## src/rtl/turbo_mem_pkg.sv

```systemverilog
// Shared constants and FSM encoding for the burst RAM reader.
package turbo_mem_pkg;

    localparam int D_WIDTH = 13;
    localparam int A_WIDTH = 16;

    typedef enum logic [1:0] {
        ST_IDLE  = 2'd0,
        ST_RUN   = 2'd1,
        ST_DRAIN = 2'd2
    } state_t;

endpackage

```

## src/rtl/turbo_mem_rd_fifo.sv

```systemverilog
// Two-entry output buffer holding {last flag, data} for the burst reader.
module turbo_mem_rd_fifo
    import turbo_mem_pkg::*;
#(
    parameter int WIDTH = D_WIDTH + 1
) (
    input  logic             clk,
    input  logic             n_rst,
    input  logic             clear,
    input  logic             push,
    input  logic [WIDTH-1:0] push_data,
    input  logic             pop,
    output logic [WIDTH-1:0] head,
    output logic [1:0]       count,
    output logic             empty
);

    logic [1:0][WIDTH-1:0] mem_q, mem_d;
    logic                  wr_ptr_q, wr_ptr_d;
    logic                  rd_ptr_q, rd_ptr_d;
    logic [1:0]            count_q, count_d;
    logic                  do_pop;

    assign do_pop = pop && (count_q != 2'd0);
    assign head   = mem_q[rd_ptr_q];
    assign count  = count_q;
    assign empty  = (count_q == 2'd0);

    always_comb begin
        mem_d    = mem_q;
        wr_ptr_d = wr_ptr_q;
        rd_ptr_d = rd_ptr_q;
        count_d  = count_q;
        if (clear) begin
            wr_ptr_d = 1'b0;
            rd_ptr_d = 1'b0;
            count_d  = 2'd0;
        end else begin
            if (push) begin
                mem_d[wr_ptr_q] = push_data;
                wr_ptr_d        = ~wr_ptr_q;
            end
            if (do_pop) begin
                rd_ptr_d = ~rd_ptr_q;
            end
            count_d = count_q + {1'b0, push} - {1'b0, do_pop};
        end
    end

    always_ff @(posedge clk or negedge n_rst) begin
        if (!n_rst) begin
            mem_q    <= '0;
            wr_ptr_q <= 1'b0;
            rd_ptr_q <= 1'b0;
            count_q  <= 2'd0;
        end else begin
            mem_q    <= mem_d;
            wr_ptr_q <= wr_ptr_d;
            rd_ptr_q <= rd_ptr_d;
            count_q  <= count_d;
        end
    end

    // The issue throttle guarantees a slot is free whenever a read returns.
    assert property (@(posedge clk) disable iff (!n_rst)
        (push && !clear) |-> (count_q != 2'd2));

endmodule

```

## src/rtl/turbo_mem_reader.sv

```systemverilog
// Burst reader: streams length words from a synchronous-read RAM starting at
// base_addr through a 2-entry buffer with a valid/ready output.
module turbo_mem_reader
    import turbo_mem_pkg::*;
#(
    parameter int D_WIDTH = turbo_mem_pkg::D_WIDTH,
    parameter int A_WIDTH = turbo_mem_pkg::A_WIDTH
) (
    input  logic               clk,
    input  logic               n_rst,
    input  logic               start,
    input  logic [A_WIDTH-1:0] base_addr,
    input  logic [A_WIDTH-1:0] length,
    input  logic               abort,
    output logic [A_WIDTH-1:0] ram_raddr,
    input  logic [D_WIDTH-1:0] ram_rdata,
    output logic [D_WIDTH-1:0] out_data,
    output logic               out_valid,
    input  logic               out_ready,
    output logic               out_last,
    output logic               busy,
    output logic               done
);

    state_t             state_q, state_d;
    logic [A_WIDTH-1:0] addr_q, addr_d;
    logic [A_WIDTH-1:0] remaining_q, remaining_d;
    logic               inflight_q, inflight_d;
    logic               inflight_last_q, inflight_last_d;
    logic               done_q, done_d;

    logic               fifo_clear;
    logic               fifo_push;
    logic               fifo_pop;
    logic [D_WIDTH:0]   fifo_head;
    logic [1:0]         fifo_count;
    logic               fifo_empty;
    logic               room;

    assign out_valid = !fifo_empty;
    assign fifo_pop  = out_valid && out_ready;
    assign out_data  = fifo_head[D_WIDTH-1:0];
    assign out_last  = out_valid && fifo_head[D_WIDTH];
    assign fifo_push = inflight_q && !fifo_clear;
    assign ram_raddr = addr_q;
    assign busy      = (state_q != ST_IDLE);
    assign done      = done_q;

    // Buffered plus in-flight words, minus the one leaving now, must stay below 2.
    assign room = ({1'b0, fifo_count} + {2'b00, inflight_q}) < (3'd2 + {2'b00, fifo_pop});

    always_comb begin
        state_d         = state_q;
        addr_d          = addr_q;
        remaining_d     = remaining_q;
        inflight_d      = 1'b0;
        inflight_last_d = 1'b0;
        done_d          = 1'b0;
        fifo_clear      = 1'b0;
        unique case (state_q)
            ST_IDLE: begin
                if (start && !abort) begin
                    addr_d      = base_addr;
                    remaining_d = length;
                    if (length == '0) begin
                        done_d = 1'b1;
                    end else begin
                        state_d = ST_RUN;
                    end
                end
            end
            ST_RUN: begin
                if (abort) begin
                    state_d    = ST_IDLE;
                    fifo_clear = 1'b1;
                end else if (room) begin
                    addr_d          = addr_q + A_WIDTH'(1);
                    remaining_d     = remaining_q - A_WIDTH'(1);
                    inflight_d      = 1'b1;
                    inflight_last_d = (remaining_q == A_WIDTH'(1));
                    if (remaining_q == A_WIDTH'(1)) begin
                        state_d = ST_DRAIN;
                    end
                end
            end
            ST_DRAIN: begin
                if (abort) begin
                    state_d    = ST_IDLE;
                    fifo_clear = 1'b1;
                end else if (fifo_pop && out_last) begin
                    state_d = ST_IDLE;
                    done_d  = 1'b1;
                end
            end
            default: begin
                state_d = ST_IDLE;
            end
        endcase
    end

    always_ff @(posedge clk or negedge n_rst) begin
        if (!n_rst) begin
            state_q         <= ST_IDLE;
            addr_q          <= '0;
            remaining_q     <= '0;
            inflight_q      <= 1'b0;
            inflight_last_q <= 1'b0;
            done_q          <= 1'b0;
        end else begin
            state_q         <= state_d;
            addr_q          <= addr_d;
            remaining_q     <= remaining_d;
            inflight_q      <= inflight_d;
            inflight_last_q <= inflight_last_d;
            done_q          <= done_d;
        end
    end

    turbo_mem_rd_fifo #(
        .WIDTH(D_WIDTH + 1)
    ) u_fifo (
        .clk       (clk),
        .n_rst     (n_rst),
        .clear     (fifo_clear),
        .push      (fifo_push),
        .push_data ({inflight_last_q, ram_rdata}),
        .pop       (fifo_pop),
        .head      (fifo_head),
        .count     (fifo_count),
        .empty     (fifo_empty)
    );

endmodule

```

## config.mk

```make
export PLATFORM = sky130hd
export DESIGN_NAME = turbo_mem_reader
export DESIGN_NICKNAME = d
export VERILOG_FILES = /design/src/rtl/turbo_mem_pkg.sv /design/src/rtl/turbo_mem_rd_fifo.sv /design/src/rtl/turbo_mem_reader.sv
export SDC_FILE = /design/constraint.sdc
export NUM_CORES = 1
export LEC_CHECK = 0
export ABC_AREA = 1
export CAP_MARGIN = 5
export CORE_AREA = 4 4 117 119
export CTS_BUF_LIST = sky130_fd_sc_hd__clkbuf_16
export DETAILED_ROUTE_END_ITERATION = 10
export DIE_AREA = 0 0 121 123
export GPL_TIMING_DRIVEN = 0
export PLACE_DENSITY_LB_ADDON = 0.1
export SLEW_MARGIN = 15
export SYNTH_ARGS = -nofsm -noshare
export SYNTH_HDL_FRONTEND = slang
export SYNTH_HIERARCHICAL = 1
export SYNTH_SLANG_ARGS = --single-unit
export TNS_END_PERCENT = 5
```

## constraint.sdc

```tcl
create_clock -name clk -period 1.65 [get_ports clk]
set_input_delay 0.165 -clock clk [delete_from_list [all_inputs] [get_ports clk]]
set_output_delay 0.165 -clock clk [all_outputs]
set_load 0.01 [all_outputs]
```

==> qor.txt, run 1 <==
================================================================================
Cell count after synthesis ........................................          627
Synthesis-stage register bit count ................................           69
Final hold viol count .............................................            0
Total routed wirelength ...........................................      12.5 mm
Number of fill cells ..............................................         1304
Antenna Violating Nets Remaining ..................................            0
Number of remaining DRC errors ....................................            0
Measured slew at the worst slew-check pin .........................     0.637 ns
Endpoints failing setup ...........................................           53
Core box area .....................................................   0.0126 mm²
Placed inst area ..................................................  0.00543 mm²
Number of cell instances on the worst register-to-register path ...           12
Mapped Avg Cell Area ..............................................     6.98 µm²
Critical Path End Type ............................................     register
Area of all placed cells without fillers ..........................  0.00593 mm²
Max Transition Viols Final ........................................            0
Ant. Diodes .......................................................            0
Number of antenna violations at the first check in global routing .            0
Path type of the worst min-delay path .............................  in -> async
X dimension of the die ............................................       121 µm
Final routed wire length divided by cell count ....................      13.7 µm
Starting DRT DRC Count ............................................          248
Via count of the first global-routing pass ........................         4188
Total Nets Final ..................................................          790
Startpoint types ..................................................     register
Clock Tree Root ................................................... sky130_fd_sc_hd__clkbuf_16
Clock sinks .......................................................           69
Startpoint of the worst-slack reg-to-reg timing path ..............   state_q[1]
Sequential standard cell area .....................................  0.00173 mm²
Max frequency .....................................................      580 MHz
Terminus of the critical flop-to-flop path ........................ remaining_q[14]
Share of synthesized area occupied by flip-flops and latches ......        39.5%
Global-route total usage across every layer .......................        17.3%
DP Cell Count .....................................................          882
Max-Cap Viols .....................................................            0
Grt ovf ...........................................................            0
Final standard cell count with taps included and fillers excluded .          907
Number of H-tree branching levels .................................            3
Unrepaired setup endpoints after global routing ...................         true
Worst vdd ir ......................................................     0.913 mV
Worst skew pair latency ...........................................      0.34 ns
Via count of the routed design ....................................         4226
Startpoint of the worst setup timing path .........................   state_q[1]
Clock-pin slew on the worst setup and hold paths ..................      0.07 ns
Placement row count ...............................................           41
Area of the die ...................................................   0.0149 mm²
HPWL after detailed placement .....................................      8.83 mm
Worst path arrival time ...........................................      2.00 ns
Result of the run ................................................. finished, violations left
Total number of yosys warnings ....................................            6
Final critical-path share of the clock period .....................         105%
Post-synthesis async set-or-reset flop share ......................         100%
Critical-path maximum fanout ......................................           10
Register-to-register setup slack ..................................     -0.07 ns
Cts bufs inserted .................................................            9
Power density over cell area ......................................  1920 mW/mm²
Critical path type ................................................   reg -> reg
Violations in the final reports ................................... negative setup slack
Synth Flop Type ................................................... sky130_fd_sc_hd__dfrtp_1
Detailed-routing iteration count for the pre-antenna-repair pass ..            4
Remaining max-slew budget at the tightest pin .....................        57.6%
Worst setup endpoint .............................................. remaining_q[14]
Number of flops mapped to enable cells by yosys ...................            0
Via-to-Cell Ratio .................................................         4.66
Net count after synthesis .........................................          687
Distinct cells, synth .............................................           34
Static power due to leakage .......................................      2.96 nW
Num ports .........................................................           83
Wire length of the first global-routing pass ......................      20.4 mm
Required @ worst endpoint .........................................      1.92 ns
Multi-input logic area ............................................  0.00228 mm²
Pin count of the biggest net entering global routing ..............           41
Synth Cell Area ...................................................  0.00437 mm²
Height of the die .................................................       123 µm
Clock skew ........................................................   0.00942 ns
Fraction of layout cells with a size suffix above 1 ...............        16.2%
CTS tree ..........................................................        built
Number of I/O port buffers ........................................           82
Area Growth Syn to Fin ............................................        35.7%
Routability cong. .................................................        0.818
Min setup slack post-route ........................................   -0.0746 ns
Longest Clk Path Bufs .............................................            2
Initial cell density of the core ..................................        34.8%
Final min period ..................................................      1.72 ns
================================================================================
-- layout by cell type (no fill, tap or decap), drive strengths merged, types with 2 or more instances in the layout --
cell type and instances:
nand2 264, inv 72, dfrtp 69, nor2 68
clkdlybuf4s50 65, o21ai 50, nand3 45, buf 24
clkbuf 19, ha 10, nand4 8, dlygate4sd2 8
nand3b 7, clkdlybuf4s15 5, nor3 3, or2 3
clkinvlp 3, a31oi 2, a21oi 2, clkinv 2
-- sequential cells by signal (all words and copies together), names as in the netlist, 2 cells and up --
signal,cells
u_fifo/mem_q,28
ram_raddr,16
remaining_q,16
state_q,2
u_fifo/count,2
-- worst max-delay path, cell delays in order, from the launching register on --
cell and delay (ns):
sky130_fd_sc_hd__dfrtp_1 0.40, sky130_fd_sc_hd__inv_2 0.07, sky130_fd_sc_hd__ha_2 0.16, sky130_fd_sc_hd__buf_6 0.12, sky130_fd_sc_hd__inv_6 0.06, sky130_fd_sc_hd__nor2_4 0.14, sky130_fd_sc_hd__nand3_4 0.10, sky130_fd_sc_hd__nand2_4 0.10
sky130_fd_sc_hd__nand2_8 0.11, sky130_fd_sc_hd__inv_8 0.10, sky130_fd_sc_hd__buf_8 0.14, sky130_fd_sc_hd__nand3_1 0.08, sky130_fd_sc_hd__nand2_1 0.06
-- metal layers --
| metal | vias up | part of all wire, % | track usage [%] |
|---|---|---|---|
| met5 | - | 0 | 0 |
| met4 | 0 | 1.6 | 5.38 |
| met3 | 14 | 4.3 | 3.98 |
| met2 | 94 | 48 | 30.4 |
| met1 | 1952 | 46 | 21.2 |
| li1 | 2166 | - | - |
-- metrics by stage --
step                hold slack (ns)  utilization [%]  setup slack, ns  power, W  setup TNS, ns
floorplan                    -0.131                -           0.0259   0.00688              0
global placement              0.464             43.1            -2.15   0.00900        -155.90
detailed placement            0.133             43.2           -0.197   0.00912          -8.53
CTS                           0.320             45.9           -0.172    0.0110          -2.14
global route                  0.342             47.2           -0.167    0.0124          -7.34
finish                        0.308             47.2          -0.0746    0.0114          -2.26
-- cell usage after synthesis, types with 2 or more instances --
cell type,instances,area share [%]
sky130_fd_sc_hd__o21ai_1,15,1.7
sky130_fd_sc_hd__inv_2,3,0.26
sky130_fd_sc_hd__nor2_2,9,1.3
sky130_fd_sc_hd__nand4_1,8,1.1
sky130_fd_sc_hd__a31oi_1,2,0.29
sky130_fd_sc_hd__o21ai_2,20,4.0
sky130_fd_sc_hd__buf_6,7,1.8
sky130_fd_sc_hd__nand3b_1,6,1.0
sky130_fd_sc_hd__o21ai_0,15,1.7
sky130_fd_sc_hd__or2_2,3,0.43
sky130_fd_sc_hd__inv_4,2,0.29
sky130_fd_sc_hd__buf_2,5,0.57
sky130_fd_sc_hd__nand3_2,3,0.69
sky130_fd_sc_hd__nand3_1,41,4.7
sky130_fd_sc_hd__dfrtp_1,69,39
sky130_fd_sc_hd__nand2_1,261,22
sky130_fd_sc_hd__nor2_4,4,1.0
sky130_fd_sc_hd__clkbuf_1,6,0.51
sky130_fd_sc_hd__nor2_1,55,4.7
sky130_fd_sc_hd__ha_1,10,2.9
sky130_fd_sc_hd__inv_1,65,5.6
sky130_fd_sc_hd__a21oi_1,2,0.23
sky130_fd_sc_hd__nand2_2,2,0.29
sky130_fd_sc_hd__nor3_1,3,0.34
sky130_fd_sc_hd__clkbuf_2,2,0.23
-- worst min-delay path by stage --
stage | from | end | slack, ns | cells past startpoint
3_3_place_gp | u_fifo/mem_q[22] | u_fifo/mem_q[22] | 0.46 | 2
4_1_cts | n_rst | u_fifo/mem_q[5] | 0.32 | 2
5_1_grt | n_rst | u_fifo/mem_q[5] | 0.34 | 2
3_5_place_dp | n_rst | u_fifo/mem_q[5] | 0.13 | 1
2_1_floorplan | n_rst | done | -0.13 | 0
6_report | n_rst | u_fifo/mem_q[5] | 0.31 | 2
-- cell families (layout without fill, tap and decap cells) --
kind of cell               count (synthesis)  count (layout)  synth area share (%)
adders and majority gates                 10              10                  2.86
AOI/OAI and AO/OA                         57              57                  8.44
DFF                                       69              69                  39.5
and+or+nand+nor                          398             398                  39.2
buffers and inverters                     92             200                  9.87
xor gates and xnor gates                   1               1                 0.200
-- what timing repair did --
item / 4_1_cts / 5_1_grt
hold buffers: 1 / 0
endpoints found under the setup margin: 79 / 71
buffers inserted: 2 / 5
gates resized for setup: 39 / 40
pin swaps: 1 / 6
cloned: 0 / 2
endpoints found under the hold margin: 29 / 0
-- power breakdown --
| part | leakage (nW) | internal (W) | switching (W) |
|---|---|---|---|
| Clock | 0.128 | 0.00102 | 0.000789 |
| Combinational | 1.97 | 0.00274 | 0.00362 |
| Sequential | 0.867 | 0.00250 | 0.000722 |
| Total | 2.96 | 0.00626 | 0.00513 |
-- area by class of cell --
| class | count | share of cell area, % |
|---|---|---|
| sequential | 69 | 29.1 |
| clock inverter | 7 | 0.843 |
| multi-input combinational | 466 | 38.5 |
| inverter | 70 | 4.68 |
| buffer | 21 | 3.63 |
| timing repair buffer | 93 | 15.8 |
| clock buffer | 9 | 3.80 |
| tap | 172 | 3.63 |
Power figures use the tool's default switching activity.
==> run 2: changes to the inputs <==
- CTS_BUF_LIST: sky130_fd_sc_hd__clkbuf_16 -> unset
- CTS_CLUSTER_SIZE: unset -> 16
- TNS_END_PERCENT: 5 -> 30
==> run 2 against run 1 <==
The run still ends with negative setup slack left. First-iteration DRC count up 0.40%. Clock power about the same. Cell count up 0.99%. Sequential share of layout area down 1.0 points. Register-to-register slack about the same. Utilization up 1.7 points. Sequential power about the same. Die area unchanged. Clock skew about the same. Combinational power up 7.9%. Worst setup slack worse by 0.0070 ns. Non-clock buffer count up 9.
==> qor.txt, run 2 (synthesis gave the netlist of run 1 again) <==
================================================================================
Result of the run ................................................. finished, violations left
Violations in the final reports ................................... negative setup slack
Number of remaining DRC errors ....................................            0   unchanged
Remaining max-slew budget at the tightest pin .....................        72.0%   +14 points
Seq pwr share .....................................................        27.1%   -1.2 points
Antenna Violating Nets Remaining ..................................            0   unchanged
Number of H-tree branching levels .................................            3   unchanged
Pin count of the biggest net entering global routing ..............           41   unchanged
Total routed wirelength ...........................................      12.5 mm   +0.31%
Max frequency .....................................................      577 MHz   -0.41%
Detail Route met2 WL ..............................................      6.17 mm   +2.2%
Post-layout power .................................................     0.0119 W   +4.3%
Height of the die .................................................       123 µm   unchanged
Slowest cell on the critical path ................................. sky130_fd_sc_hd__dfrtp_1
Combinational cell fraction of total power ........................        57.7%   +1.8 points
Critical Path End Type ............................................     register
Global-route total usage across every layer .......................        17.6%   +0.26 points
Worst skew pair latency ...........................................      0.34 ns   about the same
Leading cell type in the layout, fill and taps excluded ........... sky130_fd_sc_hd__nand2_1
Core box area .....................................................   0.0126 mm²   unchanged
WP depth ..........................................................           11   -1
Clock skew ........................................................   0.00925 ns   -0.000176 ns
Static power due to leakage .......................................      3.07 nW   +3.6%
Routability cong. .................................................        0.818   unchanged
Via-to-Cell Ratio .................................................         4.66   about the same
Area of the die ...................................................   0.0149 mm²   unchanged
Worst setup timing slack at the placement stage ...................    -0.197 ns   unchanged
Via count of the first global-routing pass ........................         4236   +1.1%
Number of fill cells ..............................................         1267   -2.8%
Number of flip-flops under the largest register name ..............           28   unchanged
Final critical-path share of the clock period .....................         105%   +0.43 points
Via count of the routed design ....................................         4264   +0.90%
Largest Register .................................................. u_fifo/mem_q
Crit path buf inv count ...........................................            3   -2
Switching power ...................................................    0.00530 W   +3.4%
Initial cell density of the core ..................................        34.8%   unchanged
Area Growth Syn to Fin ............................................        40.6%
Number of cell instances on the worst register-to-register path ...           11   -1
Cts bufs inserted .................................................            9   unchanged
Measured slew at the worst slew-check pin .........................     0.421 ns   -0.216 ns
Placement row count ...............................................           41   unchanged
CTS tree ..........................................................        built
Highest signal layer in the routed design .........................         met4
Worst vdd ir ......................................................     0.970 mV   +6.2%
Unrepaired setup endpoints after global routing ...................         true
Largest delay share family, worst path ............................  adder cells
Routed met3 length ................................................       572 µm   +7.1%
Cell-internal power ...............................................    0.00657 W   +5.0%
Switch share ......................................................        44.7%   -0.40 points
Final min period ..................................................      1.73 ns   +0.00704 ns
Num ports .........................................................           83   unchanged
Path type of the worst min-delay path .............................  in -> async
Final setup TNS ...................................................    -0.269 ns   +1.99 ns
Worst path max stage delay ........................................      0.42 ns   +0.02 ns
Startpoint types ..................................................     register
Detailed-routing iteration count for the pre-antenna-repair pass ..            5   +1
Clock sinks .......................................................           69   unchanged
Required @ worst endpoint .........................................      1.87 ns   -0.05 ns
Starting DRT DRC Count ............................................          249   +0.40%
Critical-path maximum fanout ......................................            6   -4
Fraction of layout cells with a size suffix above 1 ...............        19.1%   +2.9 points
Number of I/O port buffers ........................................           82   unchanged
Power density over cell area ......................................  1930 mW/mm²   +0.60%
Grt ovf ...........................................................            0   unchanged
Clock Tree Root ................................................... sky130_fd_sc_hd__clkbuf_16
Longest Clk Path Bufs .............................................            2   unchanged
Final routed wire length divided by cell count ....................      13.6 µm   -0.67%
Critical path type ................................................   reg -> reg
Min setup slack post-route ........................................   -0.0817 ns   -0.00704 ns
Max-Cap Viols .....................................................            0   unchanged
Smallest hold slack ...............................................     0.311 ns   +0.00300 ns
Ant. Diodes .......................................................            0   unchanged
Final hold viol count .............................................            0   unchanged
Critical Path, Cell by Cell ....................................... ha_4 -> ha_4 -> nand2_4 -> nand3_4 -> nand2_4 -> nand2_8 -> clkinv_8 -> buf_12 -> buf_16 -> nand2_2 -> o21ai_2
X dimension of the die ............................................       121 µm   unchanged
HPWL after detailed placement .....................................      8.83 mm   unchanged
Worst path arrival time ...........................................      1.96 ns   -0.04 ns
Fin util ..........................................................        48.9%   +1.7 points
Number of antenna violations at the first check in global routing .            0   unchanged
Metal-1 WL ........................................................      5.57 mm   -2.1%
Max Transition Viols Final ........................................            0   unchanged
Endpoints failing setup ...........................................            6   -89%
Fraction of power consumed by the clock network ...................        15.2%   -0.7 points
Commonest non-fill, non-tap cells in the layout ................... 250 x sky130_fd_sc_hd__nand2_1, 67 x sky130_fd_sc_hd__dfrtp_1, 65 x sky130_fd_sc_hd__clkdlybuf4s50_1, 58 x sky130_fd_sc_hd__inv_1, 53 x sky130_fd_sc_hd__nor2_1
Clock-pin slew on the worst setup and hold paths ..................      0.06 ns   about the same
Total Nets Final ..................................................          799   +1.1%
Wire length of the first global-routing pass ......................      20.6 mm   +1.3%
================================================================================
==> run 2: changes by cell type in the layout (fill, tap and decap cells not counted), sizes merged <==
cell,delta
buf,+10
dlygate4sd2,-2
inv,-1
clkinv,+1
clkdlybuf4s15,+2
clkbuf,-1
==> run 2: power groups by stage <==
stage	Sequential [W]	Combinational [W]	Clock (W)
after floorplan	0.00310	0.00379	0
after global placement	0.00315	0.00585	0
after detailed placement	0.00318	0.00594	0
after CTS	0.00319	0.00654	0.00187
after global routing	0.00332	0.00767	0.00193
final	0.00321	0.00686	0.00181
==> run 2: final timing paths <==
kind	endpoint	slack, ns	startpoint
worst min-delay path	u_fifo/mem_q[5]	0.31	n_rst
worst max-delay path	remaining_q[2]	-0.08	u_fifo/count[0]
worst min register to register	u_fifo/mem_q[25]	0.48	u_fifo/mem_q[25]
max in group asynchronous	ram_raddr[0]	0.77	n_rst
worst max register to register	remaining_q[2]	-0.08	u_fifo/count[0]
min in group clk	u_fifo/mem_q[19]	0.41	ram_rdata[5]
==> run 2: cell type report <==
class | instances | area, µm² | area share, %
Buffer | 20 | 205 | 3.34
Clock buffer | 9 | 225 | 3.66
Clock inverter | 7 | 50.0 | 0.814
Inverter | 70 | 285 | 4.64
Multi-Input combinational cell | 466 | 2360 | 38.4
Sequential cell | 69 | 1730 | 28.1
Tap cell | 172 | 215 | 3.50
Timing Repair Buffer | 103 | 1080 | 17.5
==> run 2: layer usage <==
layer | GRT usage [%] | vias to the layer above
li1 | - | 2175
met1 | 21.3 | 1985
met2 | 31.2 | 90
met3 | 3.93 | 14
met4 | 5.52 | 0
met5 | 0 | -
==> run 2: repair_timing <==
item | in CTS | in global routing
hold buffers | 1 | 0
gates cloned | 2 | 0
resized for setup | 57 | 52
setup endpoints to repair | 79 | 70
setup buffers | 11 | 6
hold endpoints to repair | 29 | 0
pin swaps | 4 | 11
==> run 2: through the flow <==
| stage | cell area (µm²) | std cells |
|---|---|---|
| detailed placement | 5430 | 882 |
| CTS | 5980 | 911 |
| floorplan | 4380 | 627 |
| global route | 6150 | 916 |
| global placement | 5410 | 881 |
| finish | 6150 | 916 |
==> run 3: changes to the inputs <==
- ABC_AREA: 1 -> 0
- CORE_AREA: 4 4 117 119 -> 4 4 114 116
- DIE_AREA: 0 0 121 123 -> 0 0 118 120
- PLACE_DENSITY: unset -> 0.57
- PLACE_DENSITY_LB_ADDON: 0.1 -> unset
==> run 3 against run 2 <==
The run still ends with negative setup slack left. Non-clock buffer count shrank 9. Sequential power is essentially flat. Routed wire length down 4.9%. Clock-buffer cell count unchanged. Fmax is 23% lower. Synthesized cell count is 36% lower. Flip-flop and latch count unchanged.
==> qor.txt, run 3 <==
================================================================================
Result of the run ................................................. finished, violations left
Violations in the final reports ................................... negative setup slack
Worst path arrival time ...........................................      2.45 ns   +0.49 ns
Distinct cells, synth .............................................           69   +100%
Combinational cell fraction of total power ........................        51.3%   -6.4 points
Endpoints failing setup ...........................................           62   +56
Critical-path maximum fanout ......................................            6   unchanged
Power density over cell area ......................................  1850 mW/mm²   -4.0%
Post-synth top cells .............................................. 69 x sky130_fd_sc_hd__dfrtp_1, 43 x sky130_fd_sc_hd__mux2_2, 28 x sky130_fd_sc_hd__nand2_1, 28 x sky130_fd_sc_hd__nor2_1, 23 x sky130_fd_sc_hd__nand3_1
Area Growth Syn to Fin ............................................        40.8%   about the same
Wire length of the first global-routing pass ......................      19.5 mm   -5.4%
Number of flip-flops under the largest register name ..............           28   unchanged
Height of the die .................................................       120 µm   -2.4%
Post-synthesis async set-or-reset flop share ......................         100%   unchanged
Number of cell instances on the worst register-to-register path ...            5   -6
Via count of the first global-routing pass ........................         3752   -11%
Synth Flop Type ................................................... sky130_fd_sc_hd__dfrtp_1
Post-synthesis cell type with the largest combined area ........... sky130_fd_sc_hd__dfrtp_1
Clock-pin slew on the worst setup and hold paths ..................      0.06 ns   about the same
Final critical-path share of the clock period .....................         136%   +31 points
Critical Path, Cell by Cell ....................................... ha_2 -> ha_2 -> or4b_4 -> a311o_2 -> a221o_1
Number of I/O port buffers ........................................           81   -1.2%
Area of the die ...................................................   0.0142 mm²   -4.9%
Crit-path most repeated cell ...................................... sky130_fd_sc_hd__ha_2
CTS tree ..........................................................        built
Number of flops mapped to enable cells by yosys ...................            0   unchanged
Max Transition Viols Final ........................................            0   unchanged
Detailed-routing iteration count for the pre-antenna-repair pass ..            4   -1
Switch share ......................................................        38.4%   -6.3 points
Net count after synthesis .........................................          463   -33%
Slowest cell on the critical path ................................. sky130_fd_sc_hd__or4b_4
Remaining max-slew budget at the tightest pin .....................        59.1%   -13 points
Seq pwr share .....................................................        29.5%   +2.4 points
Synth Cell Area ...................................................  0.00413 mm²   -5.7%
Placement row count ...............................................           40   -2.4%
Fin util ..........................................................        48.8%   -0.19 points
Via-to-Cell Ratio .................................................         5.54   +19%
Largest Register .................................................. u_fifo/mem_q
Critical path type ................................................   reg -> reg
Startpoint types ..................................................     register
Number of remaining DRC errors ....................................            0   unchanged
Worst setup timing slack at the placement stage ...................    -0.711 ns   -0.515 ns
Final routed wire length divided by cell count ....................      18.0 µm   +32%
X dimension of the die ............................................       118 µm   -2.5%
Total Nets Final ..................................................          569   -29%
Static power due to leakage .......................................      2.39 nW   -22%
Fraction of layout cells with a size suffix above 1 ...............        28.8%   +9.8 points
Largest delay share family, worst path ............................ compound AO/OA/AOI/OAI gates
Cts bufs inserted .................................................            9   unchanged
Global-route total usage across every layer .......................        17.2%   -0.45 points
Total number of yosys warnings ....................................            6   unchanged
Ant. Diodes .......................................................            0   unchanged
Critical Path End Type ............................................     register
Routability cong. .................................................        0.866   +5.8%
Worst skew pair latency ...........................................      0.34 ns   about the same
Antenna Violating Nets Remaining ..................................            0   unchanged
Max frequency .....................................................      447 MHz   -23%
Share of synthesized area occupied by flip-flops and latches ......        41.8%   +2.4 points
Leading cell type by number of instances after synthesis .......... sky130_fd_sc_hd__dfrtp_1
Unrepaired setup endpoints after global routing ...................         true
Max-Cap Viols .....................................................            0   unchanged
Commonest non-fill, non-tap cells in the layout ................... 69 x sky130_fd_sc_hd__dfrtp_1, 65 x sky130_fd_sc_hd__clkdlybuf4s50_1, 32 x sky130_fd_sc_hd__mux2_2, 27 x sky130_fd_sc_hd__nand2_1, 27 x sky130_fd_sc_hd__nor2_1
Terminus of the critical flop-to-flop path ........................ remaining_q[11]
Register-to-register setup slack ..................................     -0.59 ns   -0.51 ns
Core box area .....................................................   0.0119 mm²   -5.2%
Startpoint of the worst-slack reg-to-reg timing path .............. u_fifo/count[0]
Leading cell type in the layout, fill and taps excluded ........... sky130_fd_sc_hd__dfrtp_1
Worst Hold Path Cells .............................................            2
Smallest hold slack ...............................................     0.105 ns   -0.205 ns
Mapped Avg Cell Area ..............................................     10.2 µm²   +47%
Longest Clk Path Bufs .............................................            2   unchanged
Final hold viol count .............................................            0   unchanged
Final min period ..................................................      2.24 ns   +0.505 ns
Measured slew at the worst slew-check pin .........................     0.610 ns   +0.190 ns
Area share of the largest cell type after synthesis ...............        41.8%   +2.4 points
Required @ worst endpoint .........................................      1.87 ns   about the same
End point of the most critical hold path ..........................         done
Placed inst area ..................................................  0.00522 mm²   -3.9%
Worst vdd ir ......................................................      1.01 mV   +4.6%
Synthesis-stage register bit count ................................           69   unchanged
Cell count after synthesis ........................................          403   -36%
Cell-internal power ...............................................    0.00664 W   +0.96%
Clock skew ........................................................   0.00637 ns   -0.00287 ns
Switching power ...................................................    0.00413 W   -22%
Number of antenna violations at the first check in global routing .            0   unchanged
HPWL after detailed placement .....................................      8.61 mm   -2.6%
Number of H-tree branching levels .................................            3   unchanged
Initial cell density of the core ..................................        34.6%   -0.16 points
Starting DRT DRC Count ............................................          221   -11%
Path type of the worst min-delay path .............................    in -> reg
Min setup slack post-route ........................................    -0.587 ns   -0.505 ns
Most area-consuming cells after synthesis ......................... sky130_fd_sc_hd__dfrtp_1 42%, sky130_fd_sc_hd__mux2_2 12%, sky130_fd_sc_hd__ha_1 3.0%
Pin count of the biggest net entering global routing ..............           51   +24%
Area of all placed cells without fillers ..........................  0.00581 mm²   -5.6%
Fraction of power consumed by the clock network ...................        19.1%   +3.9 points
Num ports .........................................................           83   unchanged
Clock sinks .......................................................           69   unchanged
Total routed wirelength ...........................................      11.9 mm   -4.9%
Hold path startpoint ..............................................        abort
Via count of the routed design ....................................         3655   -14%
Number of fill cells ..............................................         1131   -11%
Crit path buf inv count ...........................................            0   -3
Worst path max stage delay ........................................      0.53 ns   +0.11 ns
Grt ovf ...........................................................            0   unchanged
Clock Tree Root ................................................... sky130_fd_sc_hd__clkbuf_16
================================================================================
-- run 3: cell count changes in the layout (fill, tap and decap cells not counted), moves of 12 or more --
cell / delta
sky130_fd_sc_hd__inv_1: -44
sky130_fd_sc_hd__nor3_1: +12
sky130_fd_sc_hd__nand3_1: -16
sky130_fd_sc_hd__mux2_2: +32
sky130_fd_sc_hd__nor2_1: -26
sky130_fd_sc_hd__a21oi_1: +15
sky130_fd_sc_hd__o21ai_2: -25
sky130_fd_sc_hd__nand2_1: -223
-- run 3: layer usage --
metal	vias to the layer above	GRT usage (%)	part of all wire [%]
li1	1724	-	-
met1	1792	22.3	45
met2	124	28.3	48
met3	15	3.86	5.6
met4	0	5.93	1.5
met5	-	0	0
-- run 3: area by class of cell --
type                       count  area [µm²]  share of cell area, %
clock buffer                   9         225                   3.88
inverter                      17        76.3                   1.31
clock inverter                 6        88.8                   1.53
sequential                    69        1730                   29.7
timing repair buffer          95         910                   15.7
buffer                        19         213                   3.66
multi-input combinational    298        2380                   41.1
tap                          147         184                   3.17
-- run 3: worst max path at each step --
stage	startpoint	end	slack, ns	cells after the start
2_1_floorplan	u_fifo/count[0]	ram_raddr[11]	-0.37	9
3_3_place_gp	n_rst	remaining_q[2]	-2.13	1
3_5_place_dp	u_fifo/count[0]	remaining_q[13]	-0.71	7
4_1_cts	u_fifo/count[0]	remaining_q[14]	-0.55	9
5_1_grt	u_fifo/count[0]	state_q[0]	-0.64	7
6_report	u_fifo/count[0]	remaining_q[11]	-0.59	5
-- run 3: what timing repair did --
| item | CTS | global route |
|---|---|---|
| hold buffers | 1 | 0 |
| hold endpoints to repair | 19 | 0 |
| buffers inserted | 2 | 9 |
| gates cloned | 0 | 1 |
| pin swaps | 7 | 7 |
| gates resized for setup | 77 | 14 |
| endpoints found under the setup margin | 82 | 77 |
-- run 3: kinds of logic after synthesis --
kind of cell	Yosys count	share of synthesized area, %
simple gates	151	20.4
compound gates	88	15.7
flops	69	41.8
mux	47	12.7
buf+inv	36	5.58
fa+ha+maj	10	3.03
xor+xnor	2	0.758
-- run 3: per-stage QoR --
| step | setup TNS (ns) | instances | total power, W |
|---|---|---|---|
| floorplan | -14.45 | 403 | 0.00643 |
| global placement | -175.64 | 631 | 0.00825 |
| detailed placement | -31.10 | 632 | 0.00838 |
| CTS | -24.95 | 650 | 0.0107 |
| global route | -27.77 | 660 | 0.0115 |
| finish | -22.87 | 660 | 0.0108 |
-- run 3: power groups by stage --
stage	clock network (W)	logic [W]	registers, W
floorplan	0	0.00336	0.00307
global route	0.00220	0.00600	0.00329
detailed placement	0	0.00520	0.00318
finish	0.00206	0.00553	0.00318
CTS	0.00212	0.00537	0.00317
global placement	0	0.00510	0.00315
-- run 3: worst reg2reg max path: cells and delay by family, from the launching register on --
family	cells	cell delay (ns)
flip-flops	1	0.40
AND/OR/NAND/NOR	1	0.53
AO/OA/AOI/OAI	2	0.84
adder cells (fa/ha/maj)	2	0.36
==> RTL edit (settings of run 1) <==
Re-encode `state_t` (3 states) as one-hot, 3 bits wide.
--- a/src/rtl/turbo_mem_pkg.sv
+++ b/src/rtl/turbo_mem_pkg.sv
@@ -4,10 +4,10 @@
     localparam int D_WIDTH = 13;
     localparam int A_WIDTH = 16;
 
-    typedef enum logic [1:0] {
-        ST_IDLE  = 2'd0,
-        ST_RUN   = 2'd1,
-        ST_DRAIN = 2'd2
+    typedef enum logic [2:0] {
+        ST_IDLE  = 3'b001,
+        ST_RUN   = 3'b010,
+        ST_DRAIN = 3'b100
     } state_t;
 
 endpackage
Function: same outputs for any inputs over 10 cycles, from zero or initial values and one cycle with n_rst low; not proved beyond that.
==> RTL edit against run 1 <==
The flow still finishes with violations (negative setup slack). Clock skew shrank 0.0031 ns. Sequential cell count grew 1. Total power shrank 5.1%. Setup slack lost 0.065 ns. Design area grew 4.6%. Non-clock buffer count grew 15. Synthesized area shrank 1.5%. Wire length grew 3.9%. Critical path type unchanged. Largest cell class unchanged.
==> RTL edit: results <==
{
  "dp.cells": 860,
  "register_area_sq_mm": 0.00176,
  "leakage_power_summed_over_all_cells_nw": 2.97,
  "route.final.wire_length_microns": 12900,
  "failing_checks": "negative setup slack",
  "synthCells": 605,
  "timing.critical_path.slowest_stage_cell": "sky130_fd_sc_hd__dfstp_2",
  "crit_path_max_fanout": 8,
  "wl_met1_microns": 5830,
  "critical_path.max_stage_delay_ns": 0.55,
  "startpoint": "state_q[0]",
  "finish.cell_count_without_fillers": 901,
  "post_drt_via_cell_ratio": 4.78,
  "ir_drop_mv": 0.589,
  "routed-wl-met3_microns": 641,
  "cell_area_after_placement_sq_mm": 0.00540,
  "outcome": "complete, but fails checks",
  "finalSetupViolCount": 56,
  "synth_seq_area_share_pct": 40.7,
  "post_synth_most_frequent_cells": "sky130_fd_sc_hd__nand2_1 (216), sky130_fd_sc_hd__inv_1 (72), sky130_fd_sc_hd__dfrtp_1 (69)",
  "pre_cts_slack_ns": -0.436,
  "final.setup.worst_slack_ns": -0.140,
  "routed_length_on_met2_microns": 6230,
  "fin_skew_ns": 0.00632,
  "dr.first_iter.drc_count": 283,
  "area_fraction_in_compound_gates_after_synthesis_pct": 11.8,
  "synth_adder_area_share_pct": 2.03
}
[RTL edit: cell types whose count changed after synthesis, moves of 5 or more]
cell	before	now
sky130_fd_sc_hd__nand2_1	261	216
sky130_fd_sc_hd__o21ai_0	15	38
sky130_fd_sc_hd__a21oi_1	2	14
sky130_fd_sc_hd__o21ai_1	15	4
sky130_fd_sc_hd__nor2_2	9	0
sky130_fd_sc_hd__inv_1	65	72
sky130_fd_sc_hd__nand4_1	8	14
sky130_fd_sc_hd__nor3_1	3	9
sky130_fd_sc_hd__nand3_1	41	36
[RTL edit: repair_timing]
| item | in CTS | in global routing |
|---|---|---|
| buffers inserted | 11 | 12 |
| gates cloned | 0 | 2 |
| hold buffers | 1 | 0 |
| resized for setup | 62 | 69 |
| hold endpoints to repair | 32 | 0 |
| pin swaps | 12 | 11 |
| endpoints found under the setup margin | 83 | 79 |
[RTL edit: power breakdown]
group          leakage [nW]  switching, mW  internal [mW]
Combinational          1.93           2.93           2.52
Clock                 0.158          0.757           1.31
Sequential            0.888          0.762           2.52
Total                  2.97           4.45           6.36
[RTL edit: path summary, 6_finish.rpt]
check                      slack, ns  depth (start not counted)                to
hold / removal                  0.34                          2      ram_raddr[9]
max in group asynchronous       0.75                          3    remaining_q[6]
hold reg to reg                 0.48                          2  u_fifo/mem_q[17]
min in group clk                0.42                          3  u_fifo/mem_q[23]
setup / recovery               -0.14                         11  u_fifo/mem_q[12]
setup reg to reg               -0.14                         11  u_fifo/mem_q[12]
[RTL edit: area by class of cell]
cell class | instances | area share (%)
Clock inverter | 7 | 1.45
Tap cell | 172 | 3.47
Inverter | 74 | 4.64
Multi-Input combinational cell | 440 | 37.6
Buffer | 20 | 3.83
Clock buffer | 9 | 3.63
Sequential cell | 70 | 28.3
Timing Repair Buffer | 109 | 17.1
